**src/rtl/cordic_pkg.sv**
```systemverilog
// Shared definitions for the CORDIC follower: q-format widths, gain constant,
// quadrant codes, FSM states and the q1.15 saturation helper.
package cordic_pkg;

  localparam int Q115_W = 16;
  localparam int Q315_W = 18;

  // 0.6073 in unsigned q0.16
  localparam logic [17:0] K_SCALE = 18'h09B78;

  localparam logic [1:0] QUAD_1_4 = 2'b00;
  localparam logic [1:0] QUAD_2   = 2'b10;
  localparam logic [1:0] QUAD_3   = 2'b11;

  typedef enum logic [1:0] {
    ST_IDLE   = 2'd0,
    ST_ROTATE = 2'd1,
    ST_SCALE  = 2'd2
  } state_t;

  // Clamp a q3.15 value (held in a wide signed container) into q1.15.
  function automatic logic [15:0] sat_q115(input logic signed [34:0] v);
    if (v > 35'sd32767)
      return 16'h7FFF;
    else if (v < -35'sd32768)
      return 16'h8000;
    else
      return v[15:0];
  endfunction

endpackage

```
**src/rtl/cordic_scale_sat.sv**
```systemverilog
// Gain compensation for one CORDIC lane: q3.15 x K (q0.16) -> q3.15, then
// saturated to q1.15. Purely combinational; the caller registers the result.
module cordic_scale_sat
  import cordic_pkg::*;
#(
  parameter logic [17:0] K = cordic_pkg::K_SCALE
) (
  input  logic [17:0] i_val,
  output logic [15:0] o_sat
);

  logic signed [34:0] w_a;
  logic signed [34:0] w_b;
  logic signed [34:0] w_prod;
  logic signed [34:0] w_shifted;

  // Signed datapath operand against a zero-extended 17-bit gain gives a q3.31
  // product that always fits in 35 bits.
  assign w_a       = {{17{i_val[17]}}, i_val};
  assign w_b       = {18'd0, K[16:0]};
  assign w_prod    = w_a * w_b;
  assign w_shifted = w_prod >>> 16;
  assign o_sat     = sat_q115(w_shifted);

endmodule

```
**src/rtl/rv_cordic_follower.sv**
```systemverilog
// Rotation-mode CORDIC that replays the micro-rotation directions found by a
// vectoring CORDIC onto a second vector, then gain-compensates and saturates.
module rv_cordic_follower #(
  parameter int          WIDTH    = cordic_pkg::Q315_W,
  parameter int          MAX_ITER = 16,
  parameter logic [17:0] K_SCALE  = cordic_pkg::K_SCALE
) (
  input  logic        clk,
  input  logic        rst,
  input  logic        start,
  input  logic [15:0] x_in,
  input  logic [15:0] y_in,
  input  logic [31:0] di_micro_rot,
  input  logic [1:0]  quadrant,
  input  logic [7:0]  N,
  output logic        busy,
  output logic        done,
  output logic [15:0] x_out,
  output logic [15:0] y_out
);

  import cordic_pkg::*;

  localparam int CNT_W = $clog2(MAX_ITER + 1);

  state_t                    r_state;
  state_t                    w_next;
  logic signed [WIDTH-1:0]   r_x;
  logic signed [WIDTH-1:0]   r_y;
  logic [31:0]               r_di;
  logic [CNT_W-1:0]          r_neff;
  logic [CNT_W-1:0]          r_itn;
  logic                      r_busy;
  logic                      r_done;
  logic [15:0]               r_xout;
  logic [15:0]               r_yout;

  logic [CNT_W-1:0]          w_neff;
  logic                      w_last;
  logic signed [WIDTH-1:0]   w_xq;
  logic signed [WIDTH-1:0]   w_yq;
  logic signed [WIDTH-1:0]   w_xsh;
  logic signed [WIDTH-1:0]   w_ysh;
  logic [15:0]               w_xsat;
  logic [15:0]               w_ysat;

  assign w_neff = (N > 8'(MAX_ITER)) ? CNT_W'(MAX_ITER) : CNT_W'(N);
  assign w_last = (r_itn == r_neff - CNT_W'(1));
  assign w_xsh  = r_x >>> r_itn;
  assign w_ysh  = r_y >>> r_itn;

  // Sign-extend the q1.15 operands and apply the quadrant pre-rotation.
  always_comb begin
    w_xq = WIDTH'($signed(x_in));
    w_yq = WIDTH'($signed(y_in));
    case (quadrant)
      QUAD_2:  w_xq = -WIDTH'($signed(x_in));
      QUAD_3: begin
        w_xq = -WIDTH'($signed(x_in));
        w_yq = -WIDTH'($signed(y_in));
      end
      default: ;
    endcase
  end

  // State register.
  always_ff @(posedge clk) begin
    if (!rst)
      r_state <= ST_IDLE;
    else
      r_state <= w_next;
  end

  // Next-state logic.
  always_comb begin
    w_next = r_state;
    case (r_state)
      ST_IDLE:   if (start) w_next = (w_neff != '0) ? ST_ROTATE : ST_SCALE;
      ST_ROTATE: if (w_last) w_next = ST_SCALE;
      ST_SCALE:  w_next = ST_IDLE;
      default:   w_next = ST_IDLE;
    endcase
  end

  cordic_scale_sat #(.K(K_SCALE)) u_scale_x (.i_val(r_x), .o_sat(w_xsat));
  cordic_scale_sat #(.K(K_SCALE)) u_scale_y (.i_val(r_y), .o_sat(w_ysat));

  // Operand capture, one micro-rotation per cycle, and output registration.
  always_ff @(posedge clk) begin
    if (!rst) begin
      r_x    <= '0;
      r_y    <= '0;
      r_di   <= '0;
      r_neff <= '0;
      r_itn  <= '0;
      r_busy <= 1'b0;
      r_done <= 1'b0;
      r_xout <= '0;
      r_yout <= '0;
    end else begin
      r_done <= 1'b0;
      case (r_state)
        ST_IDLE: begin
          if (start) begin
            r_di   <= di_micro_rot;
            r_neff <= w_neff;
            r_x    <= w_xq;
            r_y    <= w_yq;
            r_itn  <= '0;
            r_busy <= 1'b1;
          end
        end
        ST_ROTATE: begin
          // di bit set means d = -1 (clockwise); wrap-around is intended.
          if (r_di[r_itn]) begin
            r_x <= r_x + w_ysh;
            r_y <= r_y - w_xsh;
          end else begin
            r_x <= r_x - w_ysh;
            r_y <= r_y + w_xsh;
          end
          r_itn <= r_itn + CNT_W'(1);
        end
        ST_SCALE: begin
          r_xout <= w_xsat;
          r_yout <= w_ysat;
          r_done <= 1'b1;
          r_busy <= 1'b0;
        end
        default: ;
      endcase
    end
  end

  assign busy  = r_busy;
  assign done  = r_done;
  assign x_out = r_xout;
  assign y_out = r_yout;

endmodule

```
**config.mk**
```make
export PLATFORM = sky130hd
export DESIGN_NAME = rv_cordic_follower
export DESIGN_NICKNAME = d
export VERILOG_FILES = /design/src/rtl/cordic_pkg.sv /design/src/rtl/cordic_scale_sat.sv /design/src/rtl/rv_cordic_follower.sv
export SDC_FILE = /design/constraint.sdc
export NUM_CORES = 1
export LEC_CHECK = 0
export ABC_CLOCK_PERIOD_IN_PS = 14900
export CAP_MARGIN = 15
export CORE_MARGIN = 2
export CORE_UTILIZATION = 50
export DETAILED_ROUTE_END_ITERATION = 10
export PLACE_DENSITY = 0.7
export SETUP_SLACK_MARGIN = 0.5
export SLEW_MARGIN = 30
export SYNTH_ARGS = -nofsm -noshare
export SYNTH_HDL_FRONTEND = slang
export SYNTH_SLANG_ARGS = --single-unit
export TNS_END_PERCENT = 30
```
**constraint.sdc**
```tcl
create_clock -name clk -period 14.9 [get_ports clk]
set_clock_uncertainty 0.1 [all_clocks]
set_input_delay 2.98 -clock clk [delete_from_list [all_inputs] [get_ports clk]]
set_output_delay 2.98 -clock clk [all_outputs]
set_load 0.05 [all_outputs]
```
Yosys cells after proc, flatten, opt, wreduce, memory -nomap -nowiden:

Index checks and enable logic that the tools add are counted.

* output and inout bits: 34
* flip-flop bits (word level): 114
* bits in read-only memories: 0
* bits in writable memories: 0
* latch bits: 0
* word-level logic and storage cells: 68
* memories kept: 0
* bits of input ports: 77

* $mul: 2
* bitwise gates (word level): 0
* reduce and logical (&&, ||, !) cells: 9
* muxes and demuxes: 24
* divide/modulo/power cells: 0
* equal/unequal tests: 7
* shift-type cells: 2
* order comparisons: 6
* add/subtract/negate cells: 8

Operators by type and width (count)
* two-way mux 18 bit: 6
* one-hot mux 18 bit (2 select lines): 2
* multiplier 18 x 14 -> 32 bit, second input constant: 2
* two-way mux 16 bit: 4
* greater-than comparator 19 x 16 -> 1 bit, second input constant: 2
* less-than comparator 19 x 16 -> 1 bit, second input constant: 2
* adder 18 bit: 2
* negation 16 -> 18 bit: 2
* >>> shifter 18 x 5 -> 18 bit: 2
* subtractor 18 bit: 2
* two-way mux 5 bit: 2
* one-hot mux 5 bit (2 select lines): 1
* greater-than comparator 8 x 5 -> 1 bit, second input constant: 1
* AND reduction 2 bit: 4
* == test 2 bit, second input constant: 3
* less-than comparator 5 x 6 -> 1 bit, second input constant: 1
* two-way mux 2 bit: 3
* adder 5 x 1 -> 5 bit, second input constant: 1
* binary-select mux 1 bit (select 5 bit): 1
* == test 5 bit: 1
* nonzero test 5 bit: 1
* subtractor 5 x 1 -> 5 bit, second input constant: 1
* inequality test 2 bit, second input constant: 2
* one-hot mux 2 bit (2 select lines): 1
* 6 further kinds: 9

Logic depth before layout (Yosys ltp):

Gate-level depths: netlist (run 1).

* depth after elaboration: 6
* gate-level depth with buffers: 25

Hierarchy:

A second synthesis (run 1) with hierarchy kept.

* cells, all modules: 2455
* area, all modules: 20825.0 um^2

Modules (own cells, without submodules)
* rv_cordic_follower: area each 9650.5 um^2, instances 1, cells each 1252
* cordic_scale_sat at u_scale_y: area each 5597.9 um^2, instances 1, cells each 604
* cordic_scale_sat at u_scale_x: area each 5576.6 um^2, instances 1, cells each 599

Least setup slack after synthesis (run 1):

OpenSTA, ideal clock, no wires.

* kind: register to register
* start point: register r_y[17]
* end point: register r_yout[10] (netlist: y_out[10])
* stages on the path, launching flop included: 23
* data arrival time: 6696 ps
* setup slack: 7971 ps
* buffers on the path: 3
* cell sequence: dfxtp_1 > inv_1 > clkbuf_1 > clkbuf_1 > fa_1 > inv_1 > fa_1 > fa_1 > fa_1 > inv_1 > fa_1 > inv_1 > ha_1 > a21o_1 > a21oi_1 > o21ai_0 > o21ai_0 > a21boi_0 > or2_2 > mux2_2 > nor3_1 > clkbuf_1 > a21oi_1

* longest elaborated chain between the ends: 4
* elaborated cells on any way between the ends: 5
* classes of those cells: 1 x mul; 2 x order compare; 2 x mux

RTL lines
* from (decl): line rv_cordic_follower.sv:29 `logic signed [WIDTH-1:0] r_y;`
* from (signal assigned): line rv_cordic_follower.sv:108 `r_y <= w_yq;`
* from (signal assigned): line rv_cordic_follower.sv:117 `r_y <= r_y - w_xsh;`
* from (signal assigned): line rv_cordic_follower.sv:120 `r_y <= r_y + w_xsh;`
* multiplier 18 x 14 -> 32 bit (*): line cordic_scale_sat.sv:21 `assign w_prod = w_a * w_b;`
* less-than comparator 19 x 16 -> 1 bit: line cordic_pkg.sv:25 `else if (v < -35'sd32768)`
* two-way mux 16 bit: line cordic_pkg.sv:25
* two-way mux 16 bit (*): line cordic_pkg.sv:23 `if (v > 35'sd32767)`
* to (signal assigned): line rv_cordic_follower.sv:126 `r_yout <= w_ysat;`
* to (decl): line rv_cordic_follower.sv:36 `logic [15:0] r_yout;`

Mark *: on every way between the ends. The rest lies on a longest branch, timed or not.
A chain may end at the register's enable or synchronous reset.

Worst setup path in the final report (run 1):

* start point: register r_x[7]
* end point: register r_xout[10] (netlist: x_out[10])

* longest elaborated chain between the ends: 4
* elaborated cells on any way between the ends: 5
* classes of those cells: 1 x mul; 2 x order compare; 2 x mux

RTL lines
* from (decl): line rv_cordic_follower.sv:28 `logic signed [WIDTH-1:0] r_x;`
* from (signal assigned): line rv_cordic_follower.sv:107 `r_x <= w_xq;`
* from (signal assigned): line rv_cordic_follower.sv:116 `r_x <= r_x + w_ysh;`
* from (signal assigned): line rv_cordic_follower.sv:119 `r_x <= r_x - w_ysh;`
* multiplier 18 x 14 -> 32 bit (*): line cordic_scale_sat.sv:21
* less-than comparator 19 x 16 -> 1 bit: line cordic_pkg.sv:25
* two-way mux 16 bit: line cordic_pkg.sv:25
* two-way mux 16 bit (*): line cordic_pkg.sv:23
* to (signal assigned): line rv_cordic_follower.sv:125 `r_xout <= w_xsat;`
* to (decl): line rv_cordic_follower.sv:35 `logic [15:0] r_xout;`

Marks and branches as above.

==> impl_metrics.tcl, run 1 <==
set metrics [dict create \
    cp-start-kind "register" \
    final_util_pct 56.45 \
    cp_num_buf_inv 4 \
    grt_use_met3_pct 3.921 \
    num_vias 15350 \
    grt_pass1_vias 15990 \
    drive_above_1_share_pct 5.637 \
    yosysWarnings 0 \
    end_kind "register" \
    rsz0062_at_grt "false" \
    top_usage_layer "met2" \
    crit_top_cell "fa_1" \
    core-area_mm2 0.03776 \
    die_w_um 200.1 \
    syn_inst 2179 \
    grt_pass1_wl_um 81240 \
    cts_inserted_buffers 17 \
    ant_nets 0 \
    cp_cell_sequence "ha_1 -> inv_1 -> fa_1 -> fa_1 -> inv_1 -> fa_1 -> fa_1 -> inv_1 -> fa_1 -> inv_1 -> ha_1 -> or3_1 -> a221oi_1 -> o21ai_1 -> a21oi_1 -> o21ai_1 -> o21ai_0 -> a21oi_1 -> o21ai_0 -> o41ai_1 -> a21oi_2 -> a21oi_1" \
    syn_area_mm2 0.01924 \
    drt-initial-drc-count 1108 \
    clockBufferDepth 2 \
    routedWlPerCell_um 17.20 \
    cts_setup_buffers 0 \
    status "completed" \
    slew_viol_final 0 \
    layout_setup_ws_ns 7.617 \
    worst-path-max-fanout 15 \
    start_util_pct 50.95 \
    cts_root_buf "clkbuf_16" \
    synth_seq_cells 114 \
    relSlewSlack_pct 39.12 \
    via_per_inst 5.553 \
    setup_viol 0 \
    period_minus_slack_ns 7.283 \
    drv_cap 0 \
    gp_congestion 0.8966 \
    nets 2783 \
    final_cell_mix "inv_1 (409), ha_1 (235), fa_1 (231)" \
    slowest_stage "dfxtp_1" \
    clk_latency_ns 0.45 \
    dp_hpwl_um 37720 \
    io_buffer_count 110 \
    firstDrtPassIters 5 \
    syn_area_per_cell_um2 8.828 \
    grt_usage_pct 24.78 \
    synth_cell_types 76 \
    layout_commonest_cell "inv_1" \
    pre_cts_slack_ns 7.582 \
    worst_slew_pin_slew_ns 0.9083 \
    setup_tns_ns 0 \
    cts_tree "done" \
    hold_buffers 0 \
    synth.net_count 2722 \
    cts_sinks 114 \
    ys_seq_area_share_pct 11.86 \
    h-tree-depth 4 \
    area.growth.synth_to_final_pct 10.80 \
    async_reset_ff_share_pct 0 \
    grt_antenna_before_repair 0 \
    drt_drc_violations_left 0 \
    grt_max_degree 64 \
    synthFlopType "dfxtp_1" \
    fp.dieH_um 200.1 \
    antennaDiodeCount 0 \
    synth_edf_count 0 \
    io_pins 111 \
    setup.worst_path.class "reg -> reg" \
    dieArea_mm2 0.04006 \
    cpPeakStageDelay_ns 0.72 \
    critical-path-top-delay-family "adder cells" \
    cts.repair.resized 0 \
    path_clk_slew_ns 0.06 \
    cp_data_arrival_time_ns 7.48 \
    wirelength_um 47540 \
    min_path_type "reg -> reg" \
    hold_viol_final 0 \
    met1_usage_pct 34.04 \
    period_share_pct 48.88 \
    grt_overflow 0 \
    use_met2_pct 40.89 \
    max_freq_ghz 0.1373 \
    required_ns 15.09 \
    row_count 71 \
]
## worst reg2reg max path, stage by stage, from the launching register on
cell,delay (ns)
dfxtp_1,0.72
ha_1,0.37
inv_1,0.13
fa_1,0.45
fa_1,0.51
inv_1,0.05
fa_1,0.46
fa_1,0.55
inv_1,0.05
fa_1,0.51
inv_1,0.05
ha_1,0.21
or3_1,0.34
a221oi_1,0.20
o21ai_1,0.14
a21oi_1,0.34
o21ai_1,0.26
o21ai_0,0.35
a21oi_1,0.18
o21ai_0,0.35
o41ai_1,0.14
a21oi_2,0.51
a21oi_1,0.15
## registers in the layout, indices dropped and copies added (netlist names)
register,count
r_itn,5
r_state,2
r_x,18
r_neff,5
busy,1
x_out,16
done,1
r_di,32
r_y,18
y_out,16
## kinds of logic (layout without fill, tap and decap cells)
logic type               after synthesis  after routing  share of synthesized area [%]
adder cells (fa/ha/maj)              467            467                          39.38
multiplexers                          84             84                          7.311
AND/OR/NAND/NOR                      412            412                          9.848
AO/OA/AOI/OAI                        470            470                          15.40
buffers and inverters                494            568                          9.919
flip-flops                           114            114                          11.86
XOR/XNOR                             138            138                          6.283
## layer usage
layer / share of wire, % / routed length [um]
met4: 1.7 / 813
met5: 0 / 0
met3: 4.9 / 2332
met2: 47 / 22580
met1: 46 / 21820
## layout make-up
type,instances,area [um^2]
tap,511,639.4
timing repair buffer,125,1209
multi-input combinational,1571,15070
fill,3326,16440
inverter,411,1543
clock buffer,18,439.2
clock inverter,14,130.1
sequential,114,2285
## metrics by stage
| stage | cell area (um^2) | instances | hold slack [ns] |
|---|---|---|---|
| floorplan | 19240 | 2179 | 0.3331 |
| global placement | 20730 | 2732 | 0.3404 |
| detailed placement | 20740 | 2732 | 0.3470 |
| CTS | 21310 | 2764 | 0.3592 |
| global route | 21310 | 2764 | 0.3815 |
| finish | 21310 | 2764 | 0.3552 |
## synth_stat cells, drive strengths merged (17+ instances only)
| cell type | instances | share of area [%] |
|---|---|---|
| a211oi | 24 | 0.94 |
| a21boi | 20 | 0.78 |
| a21o | 32 | 1.2 |
| a21oi | 165 | 4.3 |
| buf | 17 | 0.61 |
| clkbuf | 66 | 1.3 |
| dfxtp | 114 | 12 |
| fa | 231 | 24 |
| ha | 235 | 15 |
| inv | 410 | 8.0 |
| mux2i | 31 | 1.6 |
| mux4 | 44 | 5.2 |
| nand2 | 165 | 3.2 |
| nand2b | 20 | 0.65 |
| nand3 | 19 | 0.49 |
| nor2 | 101 | 2.0 |
| nor2b | 18 | 0.60 |
| nor3 | 29 | 0.75 |
| o211ai | 26 | 1.0 |
| o21a | 17 | 0.66 |
| o21ai | 94 | 2.5 |
| xnor2 | 69 | 3.1 |
| xor2 | 69 | 3.1 |
## final timing paths
path / start / endpoint / slack, ns / cells past startpoint
worst min-delay path: r_di[10]$_SDFFE_PN0P_ / r_di[10]$_SDFFE_PN0P_ / 0.36 / 2
worst max register to register: r_x[7]$_SDFFE_PN0P_ / x_out[10]$_SDFFE_PN0P_ / 7.62 / 22
worst min register to register: r_di[10]$_SDFFE_PN0P_ / r_di[10]$_SDFFE_PN0P_ / 0.36 / 2
worst max-delay path: r_x[7]$_SDFFE_PN0P_ / x_out[10]$_SDFFE_PN0P_ / 7.62 / 22
Power of run 1 is left out: the tool's default activity adds up to more than one toggle a clock period on the data nets, which glitch-free logic cannot reach.
==> inputs of run 2 (changes only) <==
Settings changed: ABC_CLOCK_PERIOD_IN_PS 14900 to 6800.
Clock period 14.9 ns to 6.8 ns, I/O delays scaled along.
==> impl_metrics.tcl, run 2 (same netlist as run 1, synthesis figures left out) <==
set metrics [dict create \
    wirelength_um 50230 \
    cpPeakStageDelay_ns 0.59 \
    slowest_stage "or4_4" \
    min_path_type "reg -> reg" \
    path_clk_slew_ns 0.07 \
    drive_above_1_share_pct 11.24 \
    r2r_start "r_x[12]$_SDFFE_PN0P_" \
    hold_viol_final 0 \
    dieArea_mm2 0.04006 \
    endpoint "x_out[11]$_SDFFE_PN0P_" \
    die_w_um 200.1 \
    fill_cells 3257 \
    drt-initial-drc-count 995 \
    setup_viol 0 \
    slew_viol_final 0 \
    period_minus_slack_ns 6.160 \
    cts_sinks 114 \
    h-tree-depth 4 \
    fp.dieH_um 200.1 \
    layout_commonest_cell "inv_1" \
    grt_max_degree 64 \
    num_vias 15690 \
    worst-path-max-fanout 8 \
    top_regs "r_di (32), r_x (18), r_y (18)" \
    dp_hpwl_um 39840 \
    drt_drc_violations_left 0 \
    relSlewSlack_pct 38.09 \
    io_buffer_count 110 \
    setup_tns_ns 0 \
    cts_inserted_buffers 17 \
    crit_start "r_x[12]$_SDFFE_PN0P_" \
    clk_latency_ns 0.45 \
    cp_num_buf_inv 4 \
    rsz0062_at_grt "true" \
    cp_data_arrival_time_ns 6.38 \
    drv_cap 0 \
    period_share_pct 90.59 \
    status "completed" \
    r2r-end "x_out[11]$_SDFFE_PN0P_" \
    clockBufferDepth 2 \
    cts_tree "done" \
    worstRegToRegCells 22 \
    setup.worst_path.class "reg -> reg" \
    row_count 71 \
    grt_pass1_wl_um 82240 \
    routedWlPerCell_um 17.84 \
    grt_overflow 0 \
    max_freq_ghz 0.1623 \
    cp-start-kind "register" \
    grt_antenna_before_repair 0 \
    core-area_mm2 0.03776 \
    io_pins 111 \
    cp_cell_sequence "ha_4 -> inv_1 -> fa_1 -> inv_1 -> fa_1 -> fa_2 -> fa_1 -> inv_1 -> fa_1 -> inv_1 -> ha_2 -> a21o_1 -> a21o_1 -> a211o_1 -> a31oi_4 -> o21ai_4 -> o21ai_4 -> a21oi_4 -> or4_4 -> o211a_4 -> nand2b_1 -> a21oi_1" \
    critical-path-top-delay-family "adder cells" \
    top_register "r_di" \
    worst_slew_pin_slew_ns 0.9244 \
    cts_root_buf "clkbuf_16" \
    cp.depth 22 \
    ant_nets 0 \
    start_util_pct 50.95 \
    hold_buffers 0 \
    largest_reg_flops 32 \
    nets 2834 \
    area.growth.synth_to_final_pct 15.54 \
    final_cell_mix "inv_1 (404), fa_1 (229), ha_1 (209)" \
    grt_pass1_vias 15770 \
    grt_usage_pct 25.48 \
    firstDrtPassIters 6 \
    worstHoldStart "r_di[18]$_SDFFE_PN0P_" \
    via_per_inst 5.574 \
    required_ns 7.02 \
    antennaDiodeCount 0 \
    reg2reg_slack_ns 0.64 \
    end_kind "register" \
    gp_congestion 0.9574 \
]
run 2: cell count changes in the layout (fill, tap and decap cells not counted), sizes merged, moves of 2 or more:
cell	before	now
clkinv	6	4
buf	16	65
bufinv	1	3
clkinvlp	4	2
run 2: worst min path at each step:
stage                            end  slack [ns]  cells past startpoint
2_1_floorplan  r_di[10]$_SDFFE_PN0P_        0.33                      2
3_3_place_gp    r_di[9]$_SDFFE_PN0P_        0.34                      2
3_5_place_dp   r_di[11]$_SDFFE_PN0P_        0.35                      2
4_1_cts        r_di[11]$_SDFFE_PN0P_        0.35                      2
5_1_grt         r_di[6]$_SDFFE_PN0P_        0.38                      2
6_report       r_di[18]$_SDFFE_PN0P_        0.35                      2
run 2: through the flow:
stage	setup WS [ns]	hold slack, ns	cells	util [%]	instance area (um^2)
floorplan	0.4991	0.3331	2179	-	19250
global placement	0.2929	0.3399	2774	55.76	21050
detailed placement	0.1356	0.3466	2774	55.76	21050
CTS	0.4361	0.3542	2808	57.64	21760
global route	0.4234	0.3755	2815	58.87	22230
finish	0.6398	0.3543	2815	58.87	22230
run 2: cell type report:
cell class                      count  area [um^2]  share of cell area, %
Multi-Input combinational cell   1573        15480                  69.67
Sequential cell                   114         2354                  10.59
Timing Repair Buffer              174         1592                  7.161
Inverter                          411         1543                  6.941
Tap cell                          511        639.4                  2.877
Clock buffer                       19        442.9                  1.993
Clock inverter                     13        171.4                 0.7713
run 2: worst reg2reg max path: stages, from the launching register on:
cell and delay (ns):
dfxtp_4 0.39, ha_4 0.28, inv_1 0.07, fa_1 0.53, inv_1 0.05, fa_1 0.51, fa_2 0.46, fa_1 0.54
inv_1 0.05, fa_1 0.49, inv_1 0.05, ha_2 0.20, a21o_1 0.18, a21o_1 0.17, a211o_1 0.33, a31oi_4 0.18
o21ai_4 0.11, o21ai_4 0.22, a21oi_4 0.10, or4_4 0.59, o211a_4 0.29, nand2b_1 0.08, a21oi_1 0.07
run 2: repair_timing:
| action | CTS | global route |
|---|---|---|
| gates resized for setup | 19 | 101 |
| gates cloned | 1 | 2 |
| pin swaps | 5 | 38 |
| buffers inserted | 1 | 5 |
| setup endpoints to repair | 31 | 32 |
| endpoints found under the hold margin | 0 | 0 |
run 2: layer usage:
metal / GRT usage [%] / up-vias / routed length, um
li1: - / 7493 / -
met1: 35.67 / 7687 / 22500
met2: 41.03 / 454 / 23800
met3: 4.637 / 57 / 3063
met4: 5.997 / 0 / 867
met5: 0 / - / 0
Power of run 2 is left out for the same reason.
